File: src/rtl/counter_pkg.sv
// Shared constants and parameter legality check for mode_counter.
//   DIR_UP / DIR_DN     : values of the direction input
//   MODE_WRAP / MODE_SAT: values of the SATURATE parameter
//   params_ok()         : 1 when WIDTH / MAX_VAL / SATURATE form a legal configuration
package counter_pkg;

  localparam bit DIR_UP = 1'b1;
  localparam bit DIR_DN = 1'b0;

  localparam int unsigned MODE_WRAP = 0;
  localparam int unsigned MODE_SAT  = 1;

  function automatic bit params_ok(input int unsigned width, input int unsigned max_val,
                                   input int unsigned saturate);
    longint unsigned lim;
    lim = (64'd1 << width) - 64'd1;
    return (width >= 2) && (width <= 32) && (max_val >= 1) &&
           (longint'(max_val) <= lim) && (saturate <= MODE_SAT);
  endfunction

endpackage

File: src/rtl/mode_counter_step.sv
// Combinational next-value logic for one enabled count step.
//   i_count  : current count
//   i_up     : direction (1 = increment)
//   o_next   : value after one step, wrapping or saturating at 0 / MAX_VAL
//   o_ov_evt : step is an increment at MAX_VAL
//   o_uf_evt : step is a decrement at 0
module mode_counter_step
  import counter_pkg::*;
#(
  parameter int unsigned WIDTH    = 4,
  parameter int unsigned MAX_VAL  = 32'((64'd1 << WIDTH) - 64'd1),
  parameter int unsigned SATURATE = MODE_WRAP
) (
  input  logic [WIDTH-1:0] i_count,
  input  logic             i_up,
  output logic [WIDTH-1:0] o_next,
  output logic             o_ov_evt,
  output logic             o_uf_evt
);

  localparam logic [WIDTH-1:0] MaxVal = WIDTH'(MAX_VAL);

  // Limits are compared explicitly so a non-power-of-two MAX_VAL never relies on
  // natural 2**WIDTH rollover.
  always_comb begin
    o_next   = i_count;
    o_ov_evt = 1'b0;
    o_uf_evt = 1'b0;
    if (i_up == DIR_UP) begin
      if (i_count == MaxVal) begin
        o_ov_evt = 1'b1;
        o_next   = (SATURATE == MODE_SAT) ? MaxVal : '0;
      end else begin
        o_next = i_count + 1'b1;
      end
    end else begin
      if (i_count == '0) begin
        o_uf_evt = 1'b1;
        o_next   = (SATURATE == MODE_SAT) ? '0 : MaxVal;
      end else begin
        o_next = i_count - 1'b1;
      end
    end
  end

endmodule

File: src/rtl/mode_counter.sv
// Up/down, loadable, modulo-(MAX_VAL+1) counter with wrap or saturate mode.
//   i_clk        : clock, rising edge
//   i_reset      : synchronous active-high reset
//   i_en         : count enable
//   i_clr        : synchronous clear to 0
//   i_up         : direction, 1 = increment
//   i_ld         : synchronous load of i_ld_val (clamped to MAX_VAL)
//   i_ld_val     : load value
//   i_sticky_clr : clears o_ov_sticky
//   o_counter    : registered count
//   o_ov / o_uf  : registered one-cycle overflow / underflow pulses
//   o_tc         : combinational terminal count (predicts OV/UF on the next edge)
//   o_ov_sticky  : set by any OV/UF, held until cleared
// Priority at each edge: reset > clear > load > enable.
module mode_counter
  import counter_pkg::*;
#(
  parameter int unsigned WIDTH    = 4,
  parameter int unsigned MAX_VAL  = 32'((64'd1 << WIDTH) - 64'd1),
  parameter int unsigned SATURATE = MODE_WRAP
) (
  input  logic             i_clk,
  input  logic             i_reset,
  input  logic             i_en,
  input  logic             i_clr,
  input  logic             i_up,
  input  logic             i_ld,
  input  logic [WIDTH-1:0] i_ld_val,
  input  logic             i_sticky_clr,
  output logic [WIDTH-1:0] o_counter,
  output logic             o_ov,
  output logic             o_uf,
  output logic             o_tc,
  output logic             o_ov_sticky
);

  localparam logic [WIDTH-1:0] MaxVal = WIDTH'(MAX_VAL);

  if (!params_ok(WIDTH, MAX_VAL, SATURATE)) begin : g_bad_params
    $error("mode_counter: illegal WIDTH / MAX_VAL / SATURATE combination");
  end

  logic [WIDTH-1:0] r_count;
  logic             r_ov;
  logic             r_uf;
  logic             r_sticky;

  logic [WIDTH-1:0] w_step_next;
  logic             w_step_ov;
  logic             w_step_uf;
  logic [WIDTH-1:0] w_count_d;
  logic             w_ov_d;
  logic             w_uf_d;
  logic             w_sticky_d;

  mode_counter_step #(
    .WIDTH    (WIDTH),
    .MAX_VAL  (MAX_VAL),
    .SATURATE (SATURATE)
  ) u_step (
    .i_count  (r_count),
    .i_up     (i_up),
    .o_next   (w_step_next),
    .o_ov_evt (w_step_ov),
    .o_uf_evt (w_step_uf)
  );

  always_comb begin
    w_count_d = r_count;
    w_ov_d    = 1'b0;
    w_uf_d    = 1'b0;
    if (i_clr) begin
      w_count_d = '0;
    end else if (i_ld) begin
      w_count_d = (i_ld_val > MaxVal) ? MaxVal : i_ld_val;
    end else if (i_en) begin
      w_count_d = w_step_next;
      w_ov_d    = w_step_ov;
      w_uf_d    = w_step_uf;
    end
  end

  // Set beats clear both on the edge that registers an event and during the cycle
  // the event pulse is visible.
  assign w_sticky_d = (r_sticky & ~i_sticky_clr) | w_ov_d | w_uf_d | r_ov | r_uf;

  always_ff @(posedge i_clk) begin
    if (i_reset) begin
      r_count  <= '0;
      r_ov     <= 1'b0;
      r_uf     <= 1'b0;
      r_sticky <= 1'b0;
    end else begin
      r_count  <= w_count_d;
      r_ov     <= w_ov_d;
      r_uf     <= w_uf_d;
      r_sticky <= w_sticky_d;
    end
  end

  assign o_counter   = r_count;
  assign o_ov        = r_ov;
  assign o_uf        = r_uf;
  assign o_ov_sticky = r_sticky;
  assign o_tc        = i_en & (((i_up == DIR_UP) & (r_count == MaxVal)) |
                               ((i_up == DIR_DN) & (r_count == '0)));

endmodule

File: config.mk
export PLATFORM = sky130hd
export DESIGN_NAME = mode_counter
export DESIGN_NICKNAME = d
export VERILOG_FILES = /design/src/rtl/counter_pkg.sv /design/src/rtl/mode_counter_step.sv /design/src/rtl/mode_counter.sv
export SDC_FILE = /design/constraint.sdc
export NUM_CORES = 1
export LEC_CHECK = 0
export ABC_CLOCK_PERIOD_IN_PS = 2100
export CAP_MARGIN = 5
export CORE_MARGIN = 2
export CORE_UTILIZATION = 35
export CTS_CLUSTER_DIAMETER = 40
export DETAILED_ROUTE_END_ITERATION = 6
export PLACE_DENSITY_LB_ADDON = 0.05
export SLEW_MARGIN = 25
export SYNTH_ARGS = -nofsm -noshare
export SYNTH_HDL_FRONTEND = slang
export SYNTH_HIERARCHICAL = 1
export SYNTH_SLANG_ARGS = --single-unit
File: constraint.sdc
create_clock -name i_clk -period 2.1 [get_ports i_clk]
set_clock_uncertainty 0.1 [all_clocks]
set_input_delay 0.42 -clock i_clk [delete_from_list [all_inputs] [get_ports i_clk]]
set_output_delay 0.42 -clock i_clk [all_outputs]
set_load 0.1 [all_outputs]
* Yosys cells after proc, flatten, opt, wreduce, memory -nomap -nowiden *
Cells that the tools add are included.
W data, S select, Z words.

cells by class
  reductions and logical operators = 3
  add/subtract/negate cells = 2
  bitwise operators = 11
  $lt $le $gt $ge = 1
  multiplexer cells = 16
  equality and inequality tests = 1

operators with widths
  kind                   number
  $mux W4                6
  $mux W1                10
  $or A1 B1 Y1           5
  $add A4 B1 Y4 const B  1
  $and A1 B1 Y1          4
  $eq A4 B4 Y1 const B   1
  $gt A4 B4 Y1 const B   1
  $logic_not A4 Y1       1
  $sub A4 B1 Y4 const B  1
  $not A1 Y1             2
  $reduce_bool A2 Y1     1
  $reduce_or A2 Y1       1

storage, ports and cells
  word-level logic and storage cells = 38
  flip-flop bits (word level) = 7
  output and inout bits = 8
  input bits = 11

* Longest topological paths before layout *
  depth after elaboration = 10
  gate-level depth with buffers = 8
  mapped depth without buffers = 8

* Cells and area by module *
Netlist, hierarchy kept.

modules (own cells, without submodules)
  module             cells an instance  instances  area an instance (um^2)
  mode_counter       38                 1          330.3
  mode_counter_step  19                 1          151.4

* Worst setup path after synthesis *
OpenSTA, ideal clock, no wires.

  kind = flip-flop to output port
  start = register r_count[2], in the netlist o_counter[2]
  end = output o_tc
  stages on the path, launching flop included = 4
  path slack = -0.639 ns
  path buffers = 0
  data arrival time = 2.219 ns
  cells stage by stage = dfxtp_1 or4_1 o22ai_1 and2_1

on the way
  longest elaborated chain between the ends = 4

RTL lines
  item                                              line                                      RTL
  from (decl)                                       mode_counter.sv:43                        logic [WIDTH-1:0] r_count;
  from (signal assigned)                            mode_counter.sv:94                        r_count <= w_count_d;
  $eq A4 B4 Y1 or $logic_not A4 Y1 (tied branches)  mode_counter.sv:105, mode_counter.sv:106
  $and A1 B1 Y1, on equally long branches           mode_counter.sv:105, mode_counter.sv:106
  $or A1 B1 Y1 (*)                                  mode_counter.sv:105                       assign o_tc = i_en & (((i_up == DIR_UP) & (r_count == MaxVal)) |
  $and A1 B1 Y1 (*)                                 mode_counter.sv:105
  to (decl)                                         mode_counter.sv:33                        output logic o_tc,

Every way passes the cells marked *; elsewhere a longest branch is shown, timed or not.

* Worst setup path after layout *
  start = register r_count[1], in the netlist o_counter[1]
  end = output o_tc

The elaborated chain is that of the path after synthesis.

==> flow_metrics.py <==
metrics = {
    "status": {
        "outcome": "completed",
    },
    "timing": {
        "final.setup.worst_slack_ns": 0.0590,
        "final-setup-viol-count": 0,
        "slew-limit-headroom": 0.771,
        "max_clock_freq_mhz": 490,
        "final_min_period_over_clock_period": 0.972,
        "finalCriticalPeriod_ns": 2.04,
        "slew_violations": 0,
        "rsz_0062_raised_after_global_routing": "no",
        "hold_viol": 0,
        "setup_tns_ns": 0,
        "worst_margin_pin_slew_ns": 0.338,
    },
    "grt": {
        "sum_of_overflow_across_all_layers_after_global_routing": 0,
        "grt_pass1_wl_um": 1740,
        "maximum_number_of_pins_on_one_net_before_global_route_repair": 11,
        "first_global_vias": 387,
        "grt.total_usage": 0.158,
        "grt_antenna_before_repair": 0,
    },
    "clock_tree": {
        "cts_tree": "built",
        "cts_root_buf": "clkbuf_4",
        "postCtsHoldBufs": 0,
        "max_root_sink_buffers": 2,
        "clkLatencyLatePin_ns": 0.25,
        "htree_levels": 1,
        "clock_sinks": 7,
        "cts_made_buffers": 3,
        "worst_setup_hold_path_clk_slew_ns": 0.05,
    },
    "floorplan": {
        "core-area_um2": 1300,
        "die_w_um": 41.1,
        "fp.dieArea_um2": 1690,
        "die_ht_um": 41.1,
        "design.portCount": 19,
        "initial_core_util": 0.370,
        "num_rows": 13,
    },
    "finish": {
        "fillCellCount": 123,
        "antenna-diode-count": 0,
        "layout-area-overhead-vs-synth_pct": 61.0,
        "finalNetCount": 96,
        "finish.utilization": 0.596,
        "final_layout_size_suffix_gt1_frac": 0.317,
    },
    "routing": {
        "average_wire_length_per_cell_after_detail_routing_um": 11.4,
        "post_route_ant_nets": 0,
        "firstDrtPassIters": 4,
        "num_vias": 489,
        "viasPerCell": 5.04,
        "detail_route.wirelength_um": 1110,
        "drcViolationCount": 0,
        "drt_iter0_drc": 6,
    },
    "yosys": {
        "synthesis.area_per_instance_um2": 8.45,
        "synth_edf_count": 0,
        "synth.yosys.warnings": 6,
        "proportion_of_register_bits_with_asynchronous_set_or_reset_after_synthesis": 0,
        "netlist.area_leader.share": 0.291,
        "synth.largest_area_cell": "dfxtp_1",
        "synth.ff_latch_count": 7,
        "post_synth_inst_count": 57,
        "postSynthNetCount": 70,
        "syn-cell-area_um2": 482,
        "synth-seq-area-share": 0.291,
        "synth.area.top_cells": "dfxtp_1, mux2i_1, nor2b_1",
        "postSynth.topFlopCell": "dfxtp_1",
        "netlist-cell-type-count": 26,
    },
    "setup_path": {
        "timing.critical_path.from_type": "register",
        "worstReg2RegStart": "o_counter[0]",
        "worst-r2r-setup-slack_ns": 0.23,
        "r2r_cells": 9,
        "rr_endpoint": "o_counter[3]",
        "worst_ep_arrival_ns": 1.52,
        "critical_path_required_ns": 1.58,
        "critPathCaptureType": "primary output",
        "timing.critical_path.fanout_max": 9,
        "crit_type": "reg2out",
    },
    "power_and_ir_drop": {
        "power_frac_comb": 0.358,
        "p_leak_nw": 0.330,
        "clock_network_fraction_of_total_power": 0.291,
        "p_seq_frac": 0.351,
        "power-per-cell-area_nw_per_um2": 523,
        "worst_ir_drop_on_vdd_mv": 0.319,
        "cellInternalPower_mw": 0.278,
        "switching_share": 0.316,
        "netSwitchingPower_mw": 0.128,
    },
    "hold_path": {
        "hold_path_end": "o_ov_sticky",
        "min_path_type": "reg2reg",
        "holdCritStartpoint": "o_uf",
        "hold_path_depth": 2,
    },
    "placement": {
        "gp_routability_congestion": 0.790,
        "detailed_place_hpwl_um": 818,
        "port_buffers": 18,
        "placement.setup.worst_slack_ns": 0.00275,
    },
    "flow_run": {
        "cap_viol_max_count": 0,
    },
}
-- power groups by stage --
stage | Clock (mW) | Combinational, mW | Sequential [mW]
6_report | 0.118 | 0.145 | 0.143
5_1_grt | 0.127 | 0.155 | 0.143
4_1_cts | 0.123 | 0.142 | 0.143
3_5_place_dp | 0 | 0.138 | 0.148
3_3_place_gp | 0 | 0.138 | 0.149
2_1_floorplan | 0 | 0.0550 | 0.179
-- state kept, by name, summed over array words and instances (netlist names) --
register / count
o_ov_sticky: 1
o_uf: 1
o_ov: 1
o_counter: 4
-- metal layers --
layer,vias to the layer above,part of all wire,GRT usage
li1,253,-,-
met1,217,0.45,0.192
met2,19,0.48,0.266
met3,0,0.069,0.0815
met4,0,0,0
met5,-,0,0
-- metrics by stage --
stage | hold WS, ns | power (mW) | instances | instance area [um2]
floorplan | 0.408 | 0.234 | 57 | 489
global placement | 0.418 | 0.287 | 92 | 727
detailed placement | 0.413 | 0.286 | 92 | 727
CTS | 0.426 | 0.408 | 97 | 763
global route | 0.448 | 0.426 | 97 | 776
finish | 0.423 | 0.406 | 97 | 776
-- cells in the final DEF (no fill, tap or decap), drive strengths merged, types with 2 or more instances in the layout --
cell type      instances
and2                   3
buf                   13
clkbuf                 4
clkdlybuf4s50         10
dfxtp                  7
ha                     2
inv                    4
mux2i                  5
nand2                  6
nor2b                  5
o21ai                  4
o21bai                 2
or2                    2
xnor2                  2
-- cells in the mapped netlist (2+ instances only) --
cell type  number
mux2i_1         5
ha_1            2
inv_1           4
xnor2_1         2
or2_2           2
dfxtp_1         7
nand2_1         6
o21bai_1        2
nor2b_1         5
o21ai_0         4
and2_1          3
-- layout make-up --
class | count | area (um2) | share of cell area
Sequential cell | 7 | 150 | 0.194
Inverter | 4 | 15.0 | 0.0194
Tap cell | 15 | 18.8 | 0.0242
Clock buffer | 4 | 26.3 | 0.0339
Multi-Input combinational cell | 44 | 330 | 0.426
Timing Repair Buffer | 23 | 235 | 0.303
-- worst max path at each step --
| stage | start | end | slack [ns] | cells past startpoint |
|---|---|---|---|---|
| floorplan | o_counter[2] | o_tc | 0.03 | 3 |
| global placement | i_up | o_counter[0] | 0.06 | 7 |
| detailed placement | i_up | o_counter[0] | 0.003 | 7 |
| CTS | o_counter[1] | o_tc | 0.01 | 4 |
| global route | o_counter[1] | o_tc | 0.02 | 4 |
| finish | o_counter[1] | o_tc | 0.06 | 4 |
-- worst max-delay path: stages, from the launching register on --
cell	delay, ns
dfxtp_4	0.37
or4_4	0.48
o22ai_2	0.10
and2_4	0.17
buf_12	0.16
-- repair_timing --
item	4_1_cts	5_1_grt
gates resized for setup	1	3
pin swaps	0	1
buffers inserted	1	0
endpoints found under the setup margin	1	1
-- cells by family after synthesis --
family,after synthesis,synth area share
AO/OA/AOI/OAI,13,0.192
XOR/XNOR,2,0.0364
adder cells (fa/ha/maj),2,0.0519
buffers and inverters,6,0.0493
flip-flops,7,0.291
multiplexers,5,0.104
AND/OR/NAND/NOR,22,0.275
Power figures use the tool's default switching activity.
